### src/rtl/uart_cmd_write_rx_if.sv
// ---------------------------------------------------------------------------
// uart_cmd_write_rx_if: byte-stream, control-unit and BRAM write-port bundle.
// Rev 1.0
// ---------------------------------------------------------------------------
`timescale 1ns/1ps
`default_nettype none

interface uart_cmd_write_rx_if #(
  parameter int NUM_ELEMENTOS = 1024,
  parameter int ELEM_BYTES    = 1
);
  localparam int ADDR_W = (NUM_ELEMENTOS > 1) ? $clog2(NUM_ELEMENTOS) : 1;
  localparam int ELEM_W = 8 * ELEM_BYTES;

  logic [7:0]        rx_data;
  logic              rx_ready;
  logic              begin_write;
  logic [7:0]        command;
  logic              command_ready;
  logic              mem_we_a;
  logic              mem_we_b;
  logic [ADDR_W-1:0] mem_addr;
  logic [ELEM_W-1:0] mem_wdata;
  logic              write_done;
  logic              write_error;
  logic              busy;

  modport master (
    output rx_data, rx_ready, begin_write,
    input  command, command_ready, mem_we_a, mem_we_b, mem_addr, mem_wdata,
           write_done, write_error, busy
  );

  modport slave (
    input  rx_data, rx_ready, begin_write,
    output command, command_ready, mem_we_a, mem_we_b, mem_addr, mem_wdata,
           write_done, write_error, busy
  );
endinterface

`default_nettype wire

### src/rtl/uart_cmd_write_rx.sv
// ---------------------------------------------------------------------------
// uart_cmd_write_rx: decodes UART command bytes and streams WRITE data into vector memory A or B.
// Rev 1.0
// ---------------------------------------------------------------------------
`timescale 1ns/1ps
`default_nettype none

module uart_cmd_write_rx #(
  parameter int NUM_ELEMENTOS  = 1024,
  parameter int ELEM_BYTES     = 1,
  parameter int TIMEOUT_CYCLES = 0
) (
  input  wire logic          clk,
  input  wire logic          reset,
  uart_cmd_write_rx_if.slave bus
);
  localparam int ADDR_W = (NUM_ELEMENTOS > 1) ? $clog2(NUM_ELEMENTOS) : 1;
  localparam int ELEM_W = 8 * ELEM_BYTES;
  localparam int BCNT_W = (ELEM_BYTES > 1) ? $clog2(ELEM_BYTES) : 1;
  localparam logic [BCNT_W-1:0] LAST_BYTE = BCNT_W'(ELEM_BYTES - 1);
  localparam logic [ADDR_W-1:0] LAST_ELEM = ADDR_W'(NUM_ELEMENTOS - 1);

  typedef enum logic [1:0] {
    IDLE = 2'd0,
    RECV = 2'd1,
    DONE = 2'd2
  } state_t;

  state_t            state;
  state_t            state_next;

  logic [7:0]        command_q;
  logic              command_ready_q;
  logic              mem_we_a_q;
  logic              mem_we_b_q;
  logic [ADDR_W-1:0] mem_addr_q;
  logic [ELEM_W-1:0] mem_wdata_q;
  logic              write_done_q;
  logic              write_error_q;

  logic              mem_sel;
  logic              begin_seen;
  logic [ADDR_W-1:0] elem_cnt;
  logic [BCNT_W-1:0] byte_cnt;
  logic [ELEM_W-1:0] asm_q;
  logic [ELEM_W-1:0] asm_next;

  logic              cmd_load;
  logic              start;
  logic              take_byte;
  logic              elem_done;
  logic              finish;
  logic              abort;
  logic              timeout_hit;

  always_ff @(posedge clk or negedge reset) begin
    if (!reset) begin
      state <= IDLE;
    end else begin
      state <= state_next;
    end
  end

  always_comb begin
    state_next = state;
    cmd_load   = 1'b0;
    start      = 1'b0;
    take_byte  = 1'b0;
    elem_done  = 1'b0;
    finish     = 1'b0;
    abort      = 1'b0;
    case (state)
      IDLE: begin
        if (bus.rx_ready && (bus.rx_data != 8'h00)) begin
          cmd_load = 1'b1;
          if (bus.rx_data[0]) begin
            start      = 1'b1;
            state_next = RECV;
          end
        end
      end
      RECV: begin
        // A received byte always wins over a timeout expiring in the same cycle.
        if (bus.rx_ready) begin
          take_byte = 1'b1;
          if (byte_cnt == LAST_BYTE) begin
            elem_done = 1'b1;
            if (elem_cnt == LAST_ELEM) begin
              state_next = DONE;
            end
          end
        end else if (timeout_hit) begin
          abort      = 1'b1;
          state_next = IDLE;
        end
      end
      DONE: begin
        if (begin_seen || bus.begin_write) begin
          finish     = 1'b1;
          state_next = IDLE;
        end
      end
      default: state_next = IDLE;
    endcase
  end

  always_comb begin
    asm_next = asm_q;
    for (int i = 0; i < ELEM_BYTES; i++) begin
      if (byte_cnt == BCNT_W'(i)) begin
        asm_next[i*8 +: 8] = bus.rx_data;
      end
    end
  end

  always_ff @(posedge clk or negedge reset) begin
    if (!reset) begin
      command_q       <= 8'h00;
      command_ready_q <= 1'b0;
      mem_we_a_q      <= 1'b0;
      mem_we_b_q      <= 1'b0;
      mem_addr_q      <= '0;
      mem_wdata_q     <= '0;
      write_done_q    <= 1'b0;
      write_error_q   <= 1'b0;
      mem_sel         <= 1'b0;
      begin_seen      <= 1'b0;
      elem_cnt        <= '0;
      byte_cnt        <= '0;
      asm_q           <= '0;
    end else begin
      command_ready_q <= cmd_load;
      mem_we_a_q      <= elem_done && !mem_sel;
      mem_we_b_q      <= elem_done && mem_sel;
      write_done_q    <= finish || abort;
      write_error_q   <= abort;

      if (cmd_load) begin
        command_q <= bus.rx_data;
      end

      if (start) begin
        mem_sel  <= bus.rx_data[7];
        elem_cnt <= '0;
        byte_cnt <= '0;
        asm_q    <= '0;
      end

      if (take_byte) begin
        asm_q <= asm_next;
        if (elem_done) begin
          byte_cnt    <= '0;
          elem_cnt    <= elem_cnt + 1'b1;
          mem_addr_q  <= elem_cnt;
          mem_wdata_q <= asm_next;
        end else begin
          byte_cnt <= byte_cnt + 1'b1;
        end
      end

      // begin_write may rise before, during or after the data stream.
      if (start || finish || abort) begin
        begin_seen <= 1'b0;
      end else if (((state == RECV) || (state == DONE)) && bus.begin_write) begin
        begin_seen <= 1'b1;
      end
    end
  end

  generate
    if (TIMEOUT_CYCLES > 0) begin : g_timeout
      localparam int TO_W = $clog2(TIMEOUT_CYCLES + 1);
      localparam logic [31:0] TO_LIMIT = 32'(TIMEOUT_CYCLES);
      logic [TO_W-1:0] to_cnt;

      always_ff @(posedge clk or negedge reset) begin
        if (!reset) begin
          to_cnt <= '0;
        end else if (start || bus.rx_ready || (state != RECV)) begin
          to_cnt <= '0;
        end else begin
          to_cnt <= to_cnt + 1'b1;
        end
      end

      // Decision is one cycle ahead so the registered write_done lands
      // exactly TIMEOUT_CYCLES after the last received byte.
      assign timeout_hit = (state == RECV) && ((32'(to_cnt) + 32'd2) >= TO_LIMIT);
    end else begin : g_no_timeout
      assign timeout_hit = 1'b0;
    end
  endgenerate

  assign bus.command       = command_q;
  assign bus.command_ready = command_ready_q;
  assign bus.mem_we_a      = mem_we_a_q;
  assign bus.mem_we_b      = mem_we_b_q;
  assign bus.mem_addr      = mem_addr_q;
  assign bus.mem_wdata     = mem_wdata_q;
  assign bus.write_done    = write_done_q;
  assign bus.write_error   = write_error_q;
  assign bus.busy          = (state != IDLE);

endmodule

`default_nettype wire

### src/flat_wrapper.sv
// flat-port wrapper written by rule: the top's interface ports become plain ports
module uart_cmd_write_rx_flat 
#(
  parameter int NUM_ELEMENTOS  = 1024,
  parameter int ELEM_BYTES     = 1,
  parameter int TIMEOUT_CYCLES = 0
)
  (clk, reset, bus_rx_data, bus_rx_ready, bus_begin_write, bus_command, bus_command_ready, bus_mem_we_a, bus_mem_we_b, bus_mem_addr, bus_mem_wdata, bus_write_done, bus_write_error, bus_busy);
  uart_cmd_write_rx_if #(.NUM_ELEMENTOS(NUM_ELEMENTOS), .ELEM_BYTES(ELEM_BYTES)) bus_i ();
  input  wire logic clk;
  input  wire logic reset;
  input wire logic [$bits(bus_i.rx_data)-1:0] bus_rx_data;
  input wire logic [$bits(bus_i.rx_ready)-1:0] bus_rx_ready;
  input wire logic [$bits(bus_i.begin_write)-1:0] bus_begin_write;
  output wire logic [$bits(bus_i.command)-1:0] bus_command;
  output wire logic [$bits(bus_i.command_ready)-1:0] bus_command_ready;
  output wire logic [$bits(bus_i.mem_we_a)-1:0] bus_mem_we_a;
  output wire logic [$bits(bus_i.mem_we_b)-1:0] bus_mem_we_b;
  output wire logic [$bits(bus_i.mem_addr)-1:0] bus_mem_addr;
  output wire logic [$bits(bus_i.mem_wdata)-1:0] bus_mem_wdata;
  output wire logic [$bits(bus_i.write_done)-1:0] bus_write_done;
  output wire logic [$bits(bus_i.write_error)-1:0] bus_write_error;
  output wire logic [$bits(bus_i.busy)-1:0] bus_busy;
  assign bus_i.rx_data = bus_rx_data;
  assign bus_i.rx_ready = bus_rx_ready;
  assign bus_i.begin_write = bus_begin_write;
  assign bus_command = bus_i.command;
  assign bus_command_ready = bus_i.command_ready;
  assign bus_mem_we_a = bus_i.mem_we_a;
  assign bus_mem_we_b = bus_i.mem_we_b;
  assign bus_mem_addr = bus_i.mem_addr;
  assign bus_mem_wdata = bus_i.mem_wdata;
  assign bus_write_done = bus_i.write_done;
  assign bus_write_error = bus_i.write_error;
  assign bus_busy = bus_i.busy;
  uart_cmd_write_rx #(.NUM_ELEMENTOS(NUM_ELEMENTOS), .ELEM_BYTES(ELEM_BYTES), .TIMEOUT_CYCLES(TIMEOUT_CYCLES)) u_core (.clk(clk), .reset(reset), .bus(bus_i));
endmodule
### config.mk
export PLATFORM = sky130hd
export DESIGN_NAME = uart_cmd_write_rx_flat
export DESIGN_NICKNAME = d
export VERILOG_FILES = /design/src/rtl/uart_cmd_write_rx_if.sv /design/src/rtl/uart_cmd_write_rx.sv /design/src/flat_wrapper.sv
export SDC_FILE = /design/constraint.sdc
export NUM_CORES = 1
export LEC_CHECK = 0
export CAP_MARGIN = 0
export CORE_MARGIN = 1.5
export CORE_UTILIZATION = 51
export CTS_BUF_LIST = sky130_fd_sc_hd__clkbuf_4 sky130_fd_sc_hd__clkbuf_8
export DETAILED_ROUTE_END_ITERATION = 8
export PLACE_DENSITY = 0.87
export SYNTH_ARGS = -nofsm -noshare
export SYNTH_HDL_FRONTEND = slang
export SYNTH_SLANG_ARGS = --single-unit
### constraint.sdc
create_clock -name clk -period 2.14 [get_ports clk]
set_input_delay 0.428 -clock clk [delete_from_list [all_inputs] [get_ports clk]]
set_output_delay 0.428 -clock clk [all_outputs]
set_load 0.005 [all_outputs]
==> reports/metrics.cfg, run 1 <==
[worst_setup_path]
reg2reg_depth = 5
r2r_slack_ns = 0.35
cp_cell_sequence = inv_1 -> ha_1 -> inv_1 -> clkdlybuf4s50_1
r2r_end = u_core.bus.command[3]
crit_fanout = 6
cp_slowest_stage_delay_ns = 0.49
critPathRequiredTime_ns = 1.71
criticalPathCategory = flip-flop to output pin
crit_arrival_ns = 1.62
crit_top_cell = inv_1
worstSetupStartpointType = flip-flop
slowest_stage = clkdlybuf4s50_1
endpoint_kind = output pin
r2r_start = u_core.state[1]

[synth]
yosysSeqAreaShare_pct = 56.9
synthCells = 195
yosys_warnings = 0
synthTopCellsByArea = dfrtp_1 (57%), nand2_1 (13%), mux2_2 (4.0%), ha_1 (3.2%), o21ai_0 (2.3%)
yosysTopAreaCell = dfrtp_1
syn_nets = 212
yosys_register_bits = 45
synth.distinct_cells = 35
netlist.area_leader.share_pct = 56.9
syn_area_sq_um = 1980
syn-mean-instance-area_sq_um = 10.1

[floorplan]
placementRows = 22
die_w_um = 65.3
io_pins = 44
start_util_pct = 53.6
dieArea_sq_um = 4260
core_area_sq_um = 3690
die_h_um = 65.3

[detailed_routing]
via_count = 1527
wl_per_cell_um = 14.1
ant_nets = 0
post-route-drc-count = 0
drt-vias-per-instance = 5.25
first_iter_violations = 115
first_pass_iters = 4
wirelength_mm = 4.11

[layout]
finish.utilization_pct = 69.2
final_common_cell = nand2_1
layout-drive-gt1-share_pct = 11.9
nNetsFinal = 259
postLayoutCellArea_sq_um = 2550
antennaDiodeCount = 0
mostFrequentLayoutCells = nand2_1 (66), dfrtp_1 (45), clkdlybuf4s50_1 (41)
syn2layout_area_growth_pct = 29.0

[clock_tree]
cts.repair.resized = 0
postCtsSetupRepairBufs = 0
hold_buffers = 0
cts_htree_levels = 2
cts_tree = built
cts-root-buf = clkbuf_8
worstSkewPairLatency_ns = 0.30
cts-buffers-inserted = 5
cts.path.max_buffers = 2
clkTransAtPathRegs_ns = 0.08
cts.sinks = 45

[timing]
fmax_ghz = 0.488
fin_skew_ns = 0.00486
grt_setup_unrepaired = no
hold_violations = 0
slew_violations = 0
setup_viol = 0
tightest_slew_ns = 0.679
tns_ns = 0
fin_crit_ns = 2.05
fin_crit_sh_pct = 95.7
max_slew_margin_pct = 54.7

[outcome]
status = finished, final reports clean

[power]
power.leakage_uw = 0.00123
ir_drop_mv = 0.631
power_density_nw_per_um2 = 1100

[global_routing]
antenna_found_initial = 0
grt_usage_pct = 22.4
gr-total-overflow = 0
grt_pass1_wl_mm = 6.96
grt_max_degree = 31
grt_pass1_vias = 1485

[placed_design]
portBuffers = 42
place.gp.congestion = 0.792
dp_hpwl_mm = 2.95
dpl_cell_area_sq_um = 2450

[min_path]
hold_class = primary input to async pin

[run]
cap_violations = 0

-- logic make-up (layout without fill, tap and decap cells) --
logic type / count (synthesis) / count (layout) / share of synthesized area, %
flops: 45 / 45 / 56.9
fa+ha+maj: 5 / 5 / 3.16
other cells: 1 / 1 / 0.190
buf+inv: 12 / 60 / 3.16
compound gates: 30 / 30 / 9.87
simple gates: 94 / 94 / 22.2
mux: 8 / 8 / 4.49
-- critical path, delay by kind of cell, from the launching register on --
kind	cells	cell delay, ns
fa+ha+maj	1	0.27
flops	1	0.41
buf+inv	3	0.64
-- registers in the layout, indices dropped and copies added, names as in the netlist --
name / cells
u_core.elem_cnt: 10
u_core.state: 2
u_core.begin_seen: 1
u_core.bus.mem_wdata: 8
u_core.bus.command: 8
u_core.bus.command_ready: 1
u_core.bus.mem_we_b: 1
u_core.byte_cnt: 1
u_core.bus.write_done: 1
u_core.bus.mem_we_a: 1
u_core.mem_sel: 1
u_core.bus.mem_addr: 10
-- Yosys cell counts --
cell / count
o21ai_0: 9
a21oi_2: 1
mux2i_1: 1
nor3_2: 1
a41oi_1: 1
ha_1: 5
nand3b_4: 1
conb_1: 1
mux2_2: 7
nand4_4: 1
nor3b_1: 1
and3b_1: 1
buf_4: 4
nand4_1: 1
a21oi_1: 8
o21a_1: 2
buf_2: 2
nand2_1: 66
nor2_1: 8
nand3_1: 3
nor3_1: 1
clkbuf_1: 2
a22o_1: 1
o221ai_1: 1
o31ai_4: 1
inv_1: 4
dfrtp_1: 45
o31ai_1: 2
nand4b_1: 1
or2_4: 1
and3_1: 3
a31o_2: 1
and2_1: 3
o21ai_1: 3
nor4_1: 2
-- worst max-delay path by stage --
stage / startpoint / cells past startpoint / endpoint
final: u_core.state[0] / 4 / bus_busy
after global routing: u_core.state[0] / 4 / bus_busy
after CTS: u_core.state[0] / 4 / bus_busy
after detailed placement: bus_rx_ready / 4 / u_core.bus.command[3]
after global placement: bus_rx_ready / 4 / u_core.bus.command[3]
after floorplan: u_core.state[1] / 6 / u_core.elem_cnt[9]
-- stage by stage --
step	total power, uW	worst slack [ns]	std cells	hold slack (ns)
2_1_floorplan	1700	0.576	195	0.132
3_3_place_gp	2220	0.138	283	0.435
3_5_place_dp	2270	0.0552	283	0.447
4_1_cts	2840	0.0900	291	0.172
5_1_grt	3010	0.0118	291	0.201
6_report	2810	0.0927	291	0.163
-- power breakdown --
| part | leakage [uW] | total [uW] | internal, uW | switching [uW] |
|---|---|---|---|---|
| Sequential | 0.000589 | 1240 | 1080 | 154 |
| Combinational | 0.000583 | 1010 | 576 | 431 |
| Clock | 0.0000542 | 567 | 292 | 276 |
-- metal layers --
| metal | up-vias | wire length (um) | track usage [%] |
|---|---|---|---|
| li1 | 745 | - | - |
| met1 | 741 | 1840 | 28.1 |
| met2 | 36 | 2020 | 36.1 |
| met3 | 5 | 170 | 6.85 |
| met4 | 0 | 80 | 9.38 |
| met5 | - | 0 | 0 |
-- layout make-up --
type / count / area, sq um
clock inverters: 1 / 5.00
repair buffers: 48 / 460
flip-flops and latches: 45 / 1130
multi-input cells: 138 / 790
well taps: 48 / 60.1
fillers: 306 / 1140
clock buffers: 7 / 96.3
inverters: 4 / 15.0
Power figures use the tool's default switching activity.
==> inputs of run 2 (changes only) <==
Settings changed: PLACE_DENSITY 0.87 to 0.78.
==> run 2 against run 1 <==
  * Clock skew down 0.00082 ns
  * Critical path depth is the same
  * Routed wire length shrank 3.6%
  * Via count is 0.59% lower
  * Total power increased by 3.9%
  * Worst setup slack improved by 0.016 ns
  * Combinational power hardly changed
  * Clock-buffer cell count unchanged
  * Final cell count is 0.34% higher
  * Die area unchanged
  * Non-clock buffer count up 1
  * Register-to-register slack gained 0.02 ns
==> reports/metrics.cfg, run 2 (synthesis results as in run 1) <==
[timing]
hold_violations = 0  ; unchanged
tns_ns = 0  ; unchanged
slew_violations = 0  ; unchanged
fin_crit_ns = 2.03  ; -0.0162 ns
fin_skew_ns = 0.00404  ; -0.000817 ns
fin_crit_sh_pct = 94.9  ; -0.76 points
grt_setup_unrepaired = no
fmax_ghz = 0.492  ; +0.80%
setup_viol = 0  ; unchanged

[power]
ir_drop_mv = 0.683  ; +8.2%
p_int_uw = 2060  ; +5.7%
power.leakage_uw = 0.00124  ; +1.0%
pwr-share-clk_pct = 23.0  ; +2.8 points
power_density_nw_per_um2 = 1130  ; +2.8%
power_frac_comb_pct = 35.3  ; -0.5 points
power_frac_seq_pct = 41.8  ; -2.2 points
swShare_pct = 29.3  ; -1.3 points
switchingPower_uw = 858  ; -0.38%

[min_path]
hold_class = primary input to async pin

[global_routing]
gr-total-overflow = 0  ; unchanged
antenna_found_initial = 0  ; unchanged
grt_pass1_wl_mm = 7.01  ; +0.69%
grt_usage_pct = 21.6  ; -0.75 points
grt_pass1_vias = 1516  ; +2.1%
grt_max_degree = 26  ; -16%

[detailed_routing]
wl_met3_um = 149  ; -12%
wl_met1_mm = 1.85  ; +0.98%
drt-vias-per-instance = 5.20  ; -0.93%
wirelength_mm = 3.96  ; -3.6%
via_count = 1518  ; -0.59%
first_iter_violations = 88  ; -23%
wl_met2_mm = 1.87  ; -7.6%
first_pass_iters = 4  ; unchanged
topRoutingLayerUsed = met4
wl_per_cell_um = 13.6  ; -4.0%
post-route-drc-count = 0  ; unchanged
ant_nets = 0  ; unchanged

[layout]
syn2layout_area_growth_pct = 30.4
layout-drive-gt1-share_pct = 12.3  ; +0.36 points
antennaDiodeCount = 0  ; unchanged
final_common_cell = nand2_1
mostFrequentLayoutCells = nand2_1 (66), dfrtp_1 (45), clkdlybuf4s50_1 (41)
nNetsFinal = 260  ; +0.39%
n_fill_cell = 295  ; -3.6%
finish.utilization_pct = 69.9  ; +0.71 points

[clock_tree]
worstSkewPairLatency_ns = 0.30  ; about the same
cts.sinks = 45  ; unchanged
cts-root-buf = clkbuf_8
cts_htree_levels = 2  ; unchanged
cts-buffers-inserted = 5  ; unchanged
cts.path.max_buffers = 2  ; unchanged
cts_tree = built
cts.repair.resized = 0  ; unchanged
clkTransAtPathRegs_ns = 0.08  ; about the same

[worst_setup_path]
critPathRequiredTime_ns = 1.71  ; about the same
worstSetupStartpointType = flip-flop
crit_fanout = 6  ; unchanged
reg2reg_depth = 5  ; unchanged
r2r_end = u_core.bus.command[4]
r2r_slack_ns = 0.37  ; +0.02 ns
critPathCapture = bus_busy
cp-startpoint = u_core.state[1]
r2r_start = u_core.state[1]
criticalPathCategory = flip-flop to output pin
crit_arrival_ns = 1.60  ; -0.02 ns
endpoint_kind = output pin

[floorplan]
start_util_pct = 53.6  ; unchanged
core_area_sq_um = 3690  ; unchanged
io_pins = 44  ; unchanged
dieArea_sq_um = 4260  ; unchanged
die_w_um = 65.3  ; unchanged
placementRows = 22  ; unchanged
die_h_um = 65.3  ; unchanged

[run]
cap_violations = 0  ; unchanged

[outcome]
status = finished, final reports clean

[placed_design]
place.gp.congestion = 0.760  ; -4.0%
dp_hpwl_mm = 2.85  ; -3.3%
portBuffers = 42  ; unchanged

-- run 2: cell count changes in the layout (fill, tap and decap cells not counted), sizes merged --
cell / before / now
buf: 7 / 8
bufinv: 0 / 1
clkinv: 1 / 0
-- run 2: final cells by class --
| class | count | area, sq um | area share, % |
|---|---|---|---|
| tap | 48 | 60.1 | 2.33 |
| multi-input combinational | 138 | 790 | 30.6 |
| inverter | 4 | 15.0 | 0.582 |
| clock inverter | 1 | 30.0 | 1.16 |
| timing repair buffer | 49 | 468 | 18.1 |
| clock buffer | 7 | 90.1 | 3.49 |
| sequential | 45 | 1130 | 43.7 |
-- run 2: per-layer routing --
metal | vias up | track usage (%)
met2 | 32 | 34.7
li1 | 745 | -
met3 | 10 | 5.14
met4 | 0 | 9.11
met5 | - | 0
met1 | 731 | 28.3
-- run 2: power groups by stage --
stage / clock network, uW / logic (uW) / registers, uW
floorplan: 0 / 464 / 1240
global placement: 0 / 1000 / 1230
detailed placement: 0 / 1020 / 1240
CTS: 679 / 1030 / 1230
global route: 726 / 1140 / 1250
finish: 671 / 1030 / 1220
-- run 2: what timing repair did --
item | in CTS | in global routing
hold buffers | 0 | 0
setup buffers | 0 | 1
endpoints found under the setup margin | 0 | 1
-- run 2: how the worst min path moves through the flow --
stage	from	end
2_1_floorplan	reset	u_core.begin_seen
4_1_cts	reset	u_core.bus.mem_addr[0]
6_report	reset	u_core.bus.mem_addr[4]
5_1_grt	reset	u_core.bus.mem_addr[4]
3_3_place_gp	reset	u_core.bus.mem_addr[4]
3_5_place_dp	reset	u_core.bus.mem_addr[4]
-- run 2: critical path, stage by stage, from the launching register on --
cell and delay [ns]:
dfrtp_1 0.38, inv_1 0.13, ha_1 0.28, inv_1 0.06, clkdlybuf4s50_1 0.46
-- run 2: metrics by stage --
stage	instance area (sq um)	setup slack, ns	hold WS [ns]	instances	total power (uW)
6_report	2580	0.109	0.00154	292	2920
5_1_grt	2580	0.0150	0.0150	292	3120
4_1_cts	2570	0.0706	0.00612	291	2940
3_5_place_dp	2450	0.0619	0.334	283	2260
3_3_place_gp	2450	0.103	0.333	283	2240
2_1_floorplan	1980	0.576	0.132	195	1700
==> inputs of run 3 (changes only) <==
Settings changed: GPL_TIMING_DRIVEN set to 0.
Clock period 2.14 ns to 2.3 ns, I/O delays scaled along.
==> run 3 against run 2 <==
  * Hold slack gained 0.065 ns
  * Routed wire length shrank 2.2%
  * Clock power shrank 6.6%
  * Combinational power shrank 7%
==> reports/metrics.cfg, run 3 (synthesis results as in run 1) <==
[layout]
mostFrequentLayoutCells = nand2_1 (66), dfrtp_1 (45), clkdlybuf4s50_1 (40)
nNetsFinal = 261  ; +0.38%
final_cells = 293  ; +0.34%
antennaDiodeCount = 0  ; unchanged
postLayoutCellArea_sq_um = 2580  ; +0.19%
layout-drive-gt1-share_pct = 12.2  ; -0.050 points
syn2layout_area_growth_pct = 30.6
final_common_cell = nand2_1

[floorplan]
die_h_um = 65.3  ; unchanged
core_area_sq_um = 3690  ; unchanged
placementRows = 22  ; unchanged
io_pins = 44  ; unchanged
dieArea_sq_um = 4260  ; unchanged
die_w_um = 65.3  ; unchanged
start_util_pct = 53.6  ; unchanged

[placed_design]
place.gp.congestion = 0.802  ; +5.6%
portBuffers = 41  ; -2.4%
dpl_cell_area_sq_um = 2460  ; +0.51%
place_inst = 285  ; +0.71%
dp_hpwl_mm = 2.72  ; -4.6%
dp_worst_setup_slack_ns = 0.262  ; +0.200 ns

[worst_setup_path]
worstSetupStartpointType = flip-flop
crit_fanout = 6  ; unchanged
crit_arrival_ns = 1.63  ; +0.03 ns
critPathRequiredTime_ns = 1.84  ; +0.13 ns
criticalPathCategory = flip-flop to output pin
crit_top_cell = inv_1
cp_slowest_stage_delay_ns = 0.50  ; +0.04 ns
endpoint_kind = output pin
slowest_stage = clkdlybuf4s50_1
cp_cell_sequence = inv_1 -> ha_1 -> inv_1 -> clkdlybuf4s50_1
crit_family = buffers and inverters
critPathBufInv = 3  ; unchanged

[clock_tree]
cts-buffers-inserted = 5  ; unchanged
postCtsSetupRepairBufs = 0  ; unchanged
cts-root-buf = clkbuf_8
cts.path.max_buffers = 2  ; unchanged
hold_buffers = 0  ; unchanged
cts.sinks = 45  ; unchanged
cts_htree_levels = 2  ; unchanged
clkTransAtPathRegs_ns = 0.08  ; about the same
cts_tree = built
cts.repair.resized = 0  ; unchanged
worstSkewPairLatency_ns = 0.30  ; about the same

[detailed_routing]
first_pass_iters = 4  ; unchanged
post-route-drc-count = 0  ; unchanged
wirelength_mm = 3.87  ; -2.2%
drt-vias-per-instance = 5.21  ; +0.18%
wl_per_cell_um = 13.2  ; -2.5%
via_count = 1526  ; +0.53%
ant_nets = 0  ; unchanged
first_iter_violations = 99  ; +13%

[global_routing]
gr-total-overflow = 0  ; unchanged
grt_pass1_vias = 1389  ; -8.4%
grt_max_degree = 31  ; +19%
antenna_found_initial = 0  ; unchanged
grt_usage_pct = 20.1  ; -1.6 points
grt_pass1_wl_mm = 6.50  ; -7.3%

[min_path]
hold_class = primary input to async pin

[power]
ir_drop_mv = 0.838  ; +23%
power.leakage_uw = 0.00124  ; +0.35%
power_density_nw_per_um2 = 1050  ; -7.3%

[timing]
fin_crit_sh_pct = 90.9
setup_ws_ns = 0.208  ; +0.0993 ns
setup_viol = 0  ; unchanged
fin_crit_ns = 2.09
grt_setup_unrepaired = no
hold_violations = 0  ; unchanged
tightest_slew_ns = 0.504
fin_skew_ns = 0.00715  ; +0.00311 ns
fmax_ghz = 0.478
max_slew_margin_pct = 66.2
slew_violations = 0  ; unchanged

[run]
cap_violations = 0  ; unchanged

[outcome]
status = finished, final reports clean

[run 3: changes by cell type in the layout (fill, tap and decap cells not counted), sizes merged]
| cell | before | now |
|---|---|---|
| clkbuf | 7 | 9 |
| clkdlybuf4s50 | 41 | 40 |
[run 3: worst paths after layout]
kind | startpoint | end | slack (ns) | depth (start not counted)
min | reset | u_core.bus.mem_addr[4] | 0.07 | 1
max in group asynchronous | reset | u_core.bus.command[1] | 1.76 | 2
min in group clk | u_core.mem_sel | u_core.bus.mem_we_a | 0.46 | 1
max | u_core.state[0] | bus_busy | 0.21 | 4
min reg2reg | u_core.mem_sel | u_core.bus.mem_we_a | 0.46 | 1
max reg2reg | u_core.state[1] | u_core.bus.command[7] | 0.51 | 5
[run 3: cell type report]
| cell class | count | area (sq um) |
|---|---|---|
| plain buffers | 8 | 47.5 |
| clock buffers | 7 | 90.1 |
| clock inverters | 1 | 30.0 |
| fillers | 277 | 1100 |
| inverters | 4 | 15.0 |
| multi-input cells | 138 | 790 |
| flip-flops and latches | 45 | 1130 |
| well taps | 48 | 60.1 |
| repair buffers | 42 | 425 |
[run 3: power by group]
part | switching, uW | internal (uW)
Combinational | 416 | 537
Clock | 261 | 366
Sequential | 125 | 1010
Total | 802 | 1910
[run 3: stage by stage]
step | util, % | TNS, ns | hold slack (ns) | power [uW]
floorplan | - | 0 | 0.164 | 1590
global placement | 66.4 | -18.69 | 0.437 | 2080
detailed placement | 66.8 | 0 | 0.401 | 2110
CTS | 70.0 | 0 | 0.0775 | 2740
global route | 70.0 | 0 | 0.0946 | 2880
finish | 70.0 | 0 | 0.0662 | 2710
[run 3: metal layers]
layer  GRT usage (%)  up-vias  wire, um  part of all wire, %
li1                -      750         -                    -
met1            28.1      745      1840                   48
met2            30.6       28      1890                   49
met3            5.31        3       111                  2.9
met4            6.25        0        30                 0.77
met5               0        -         0                    0
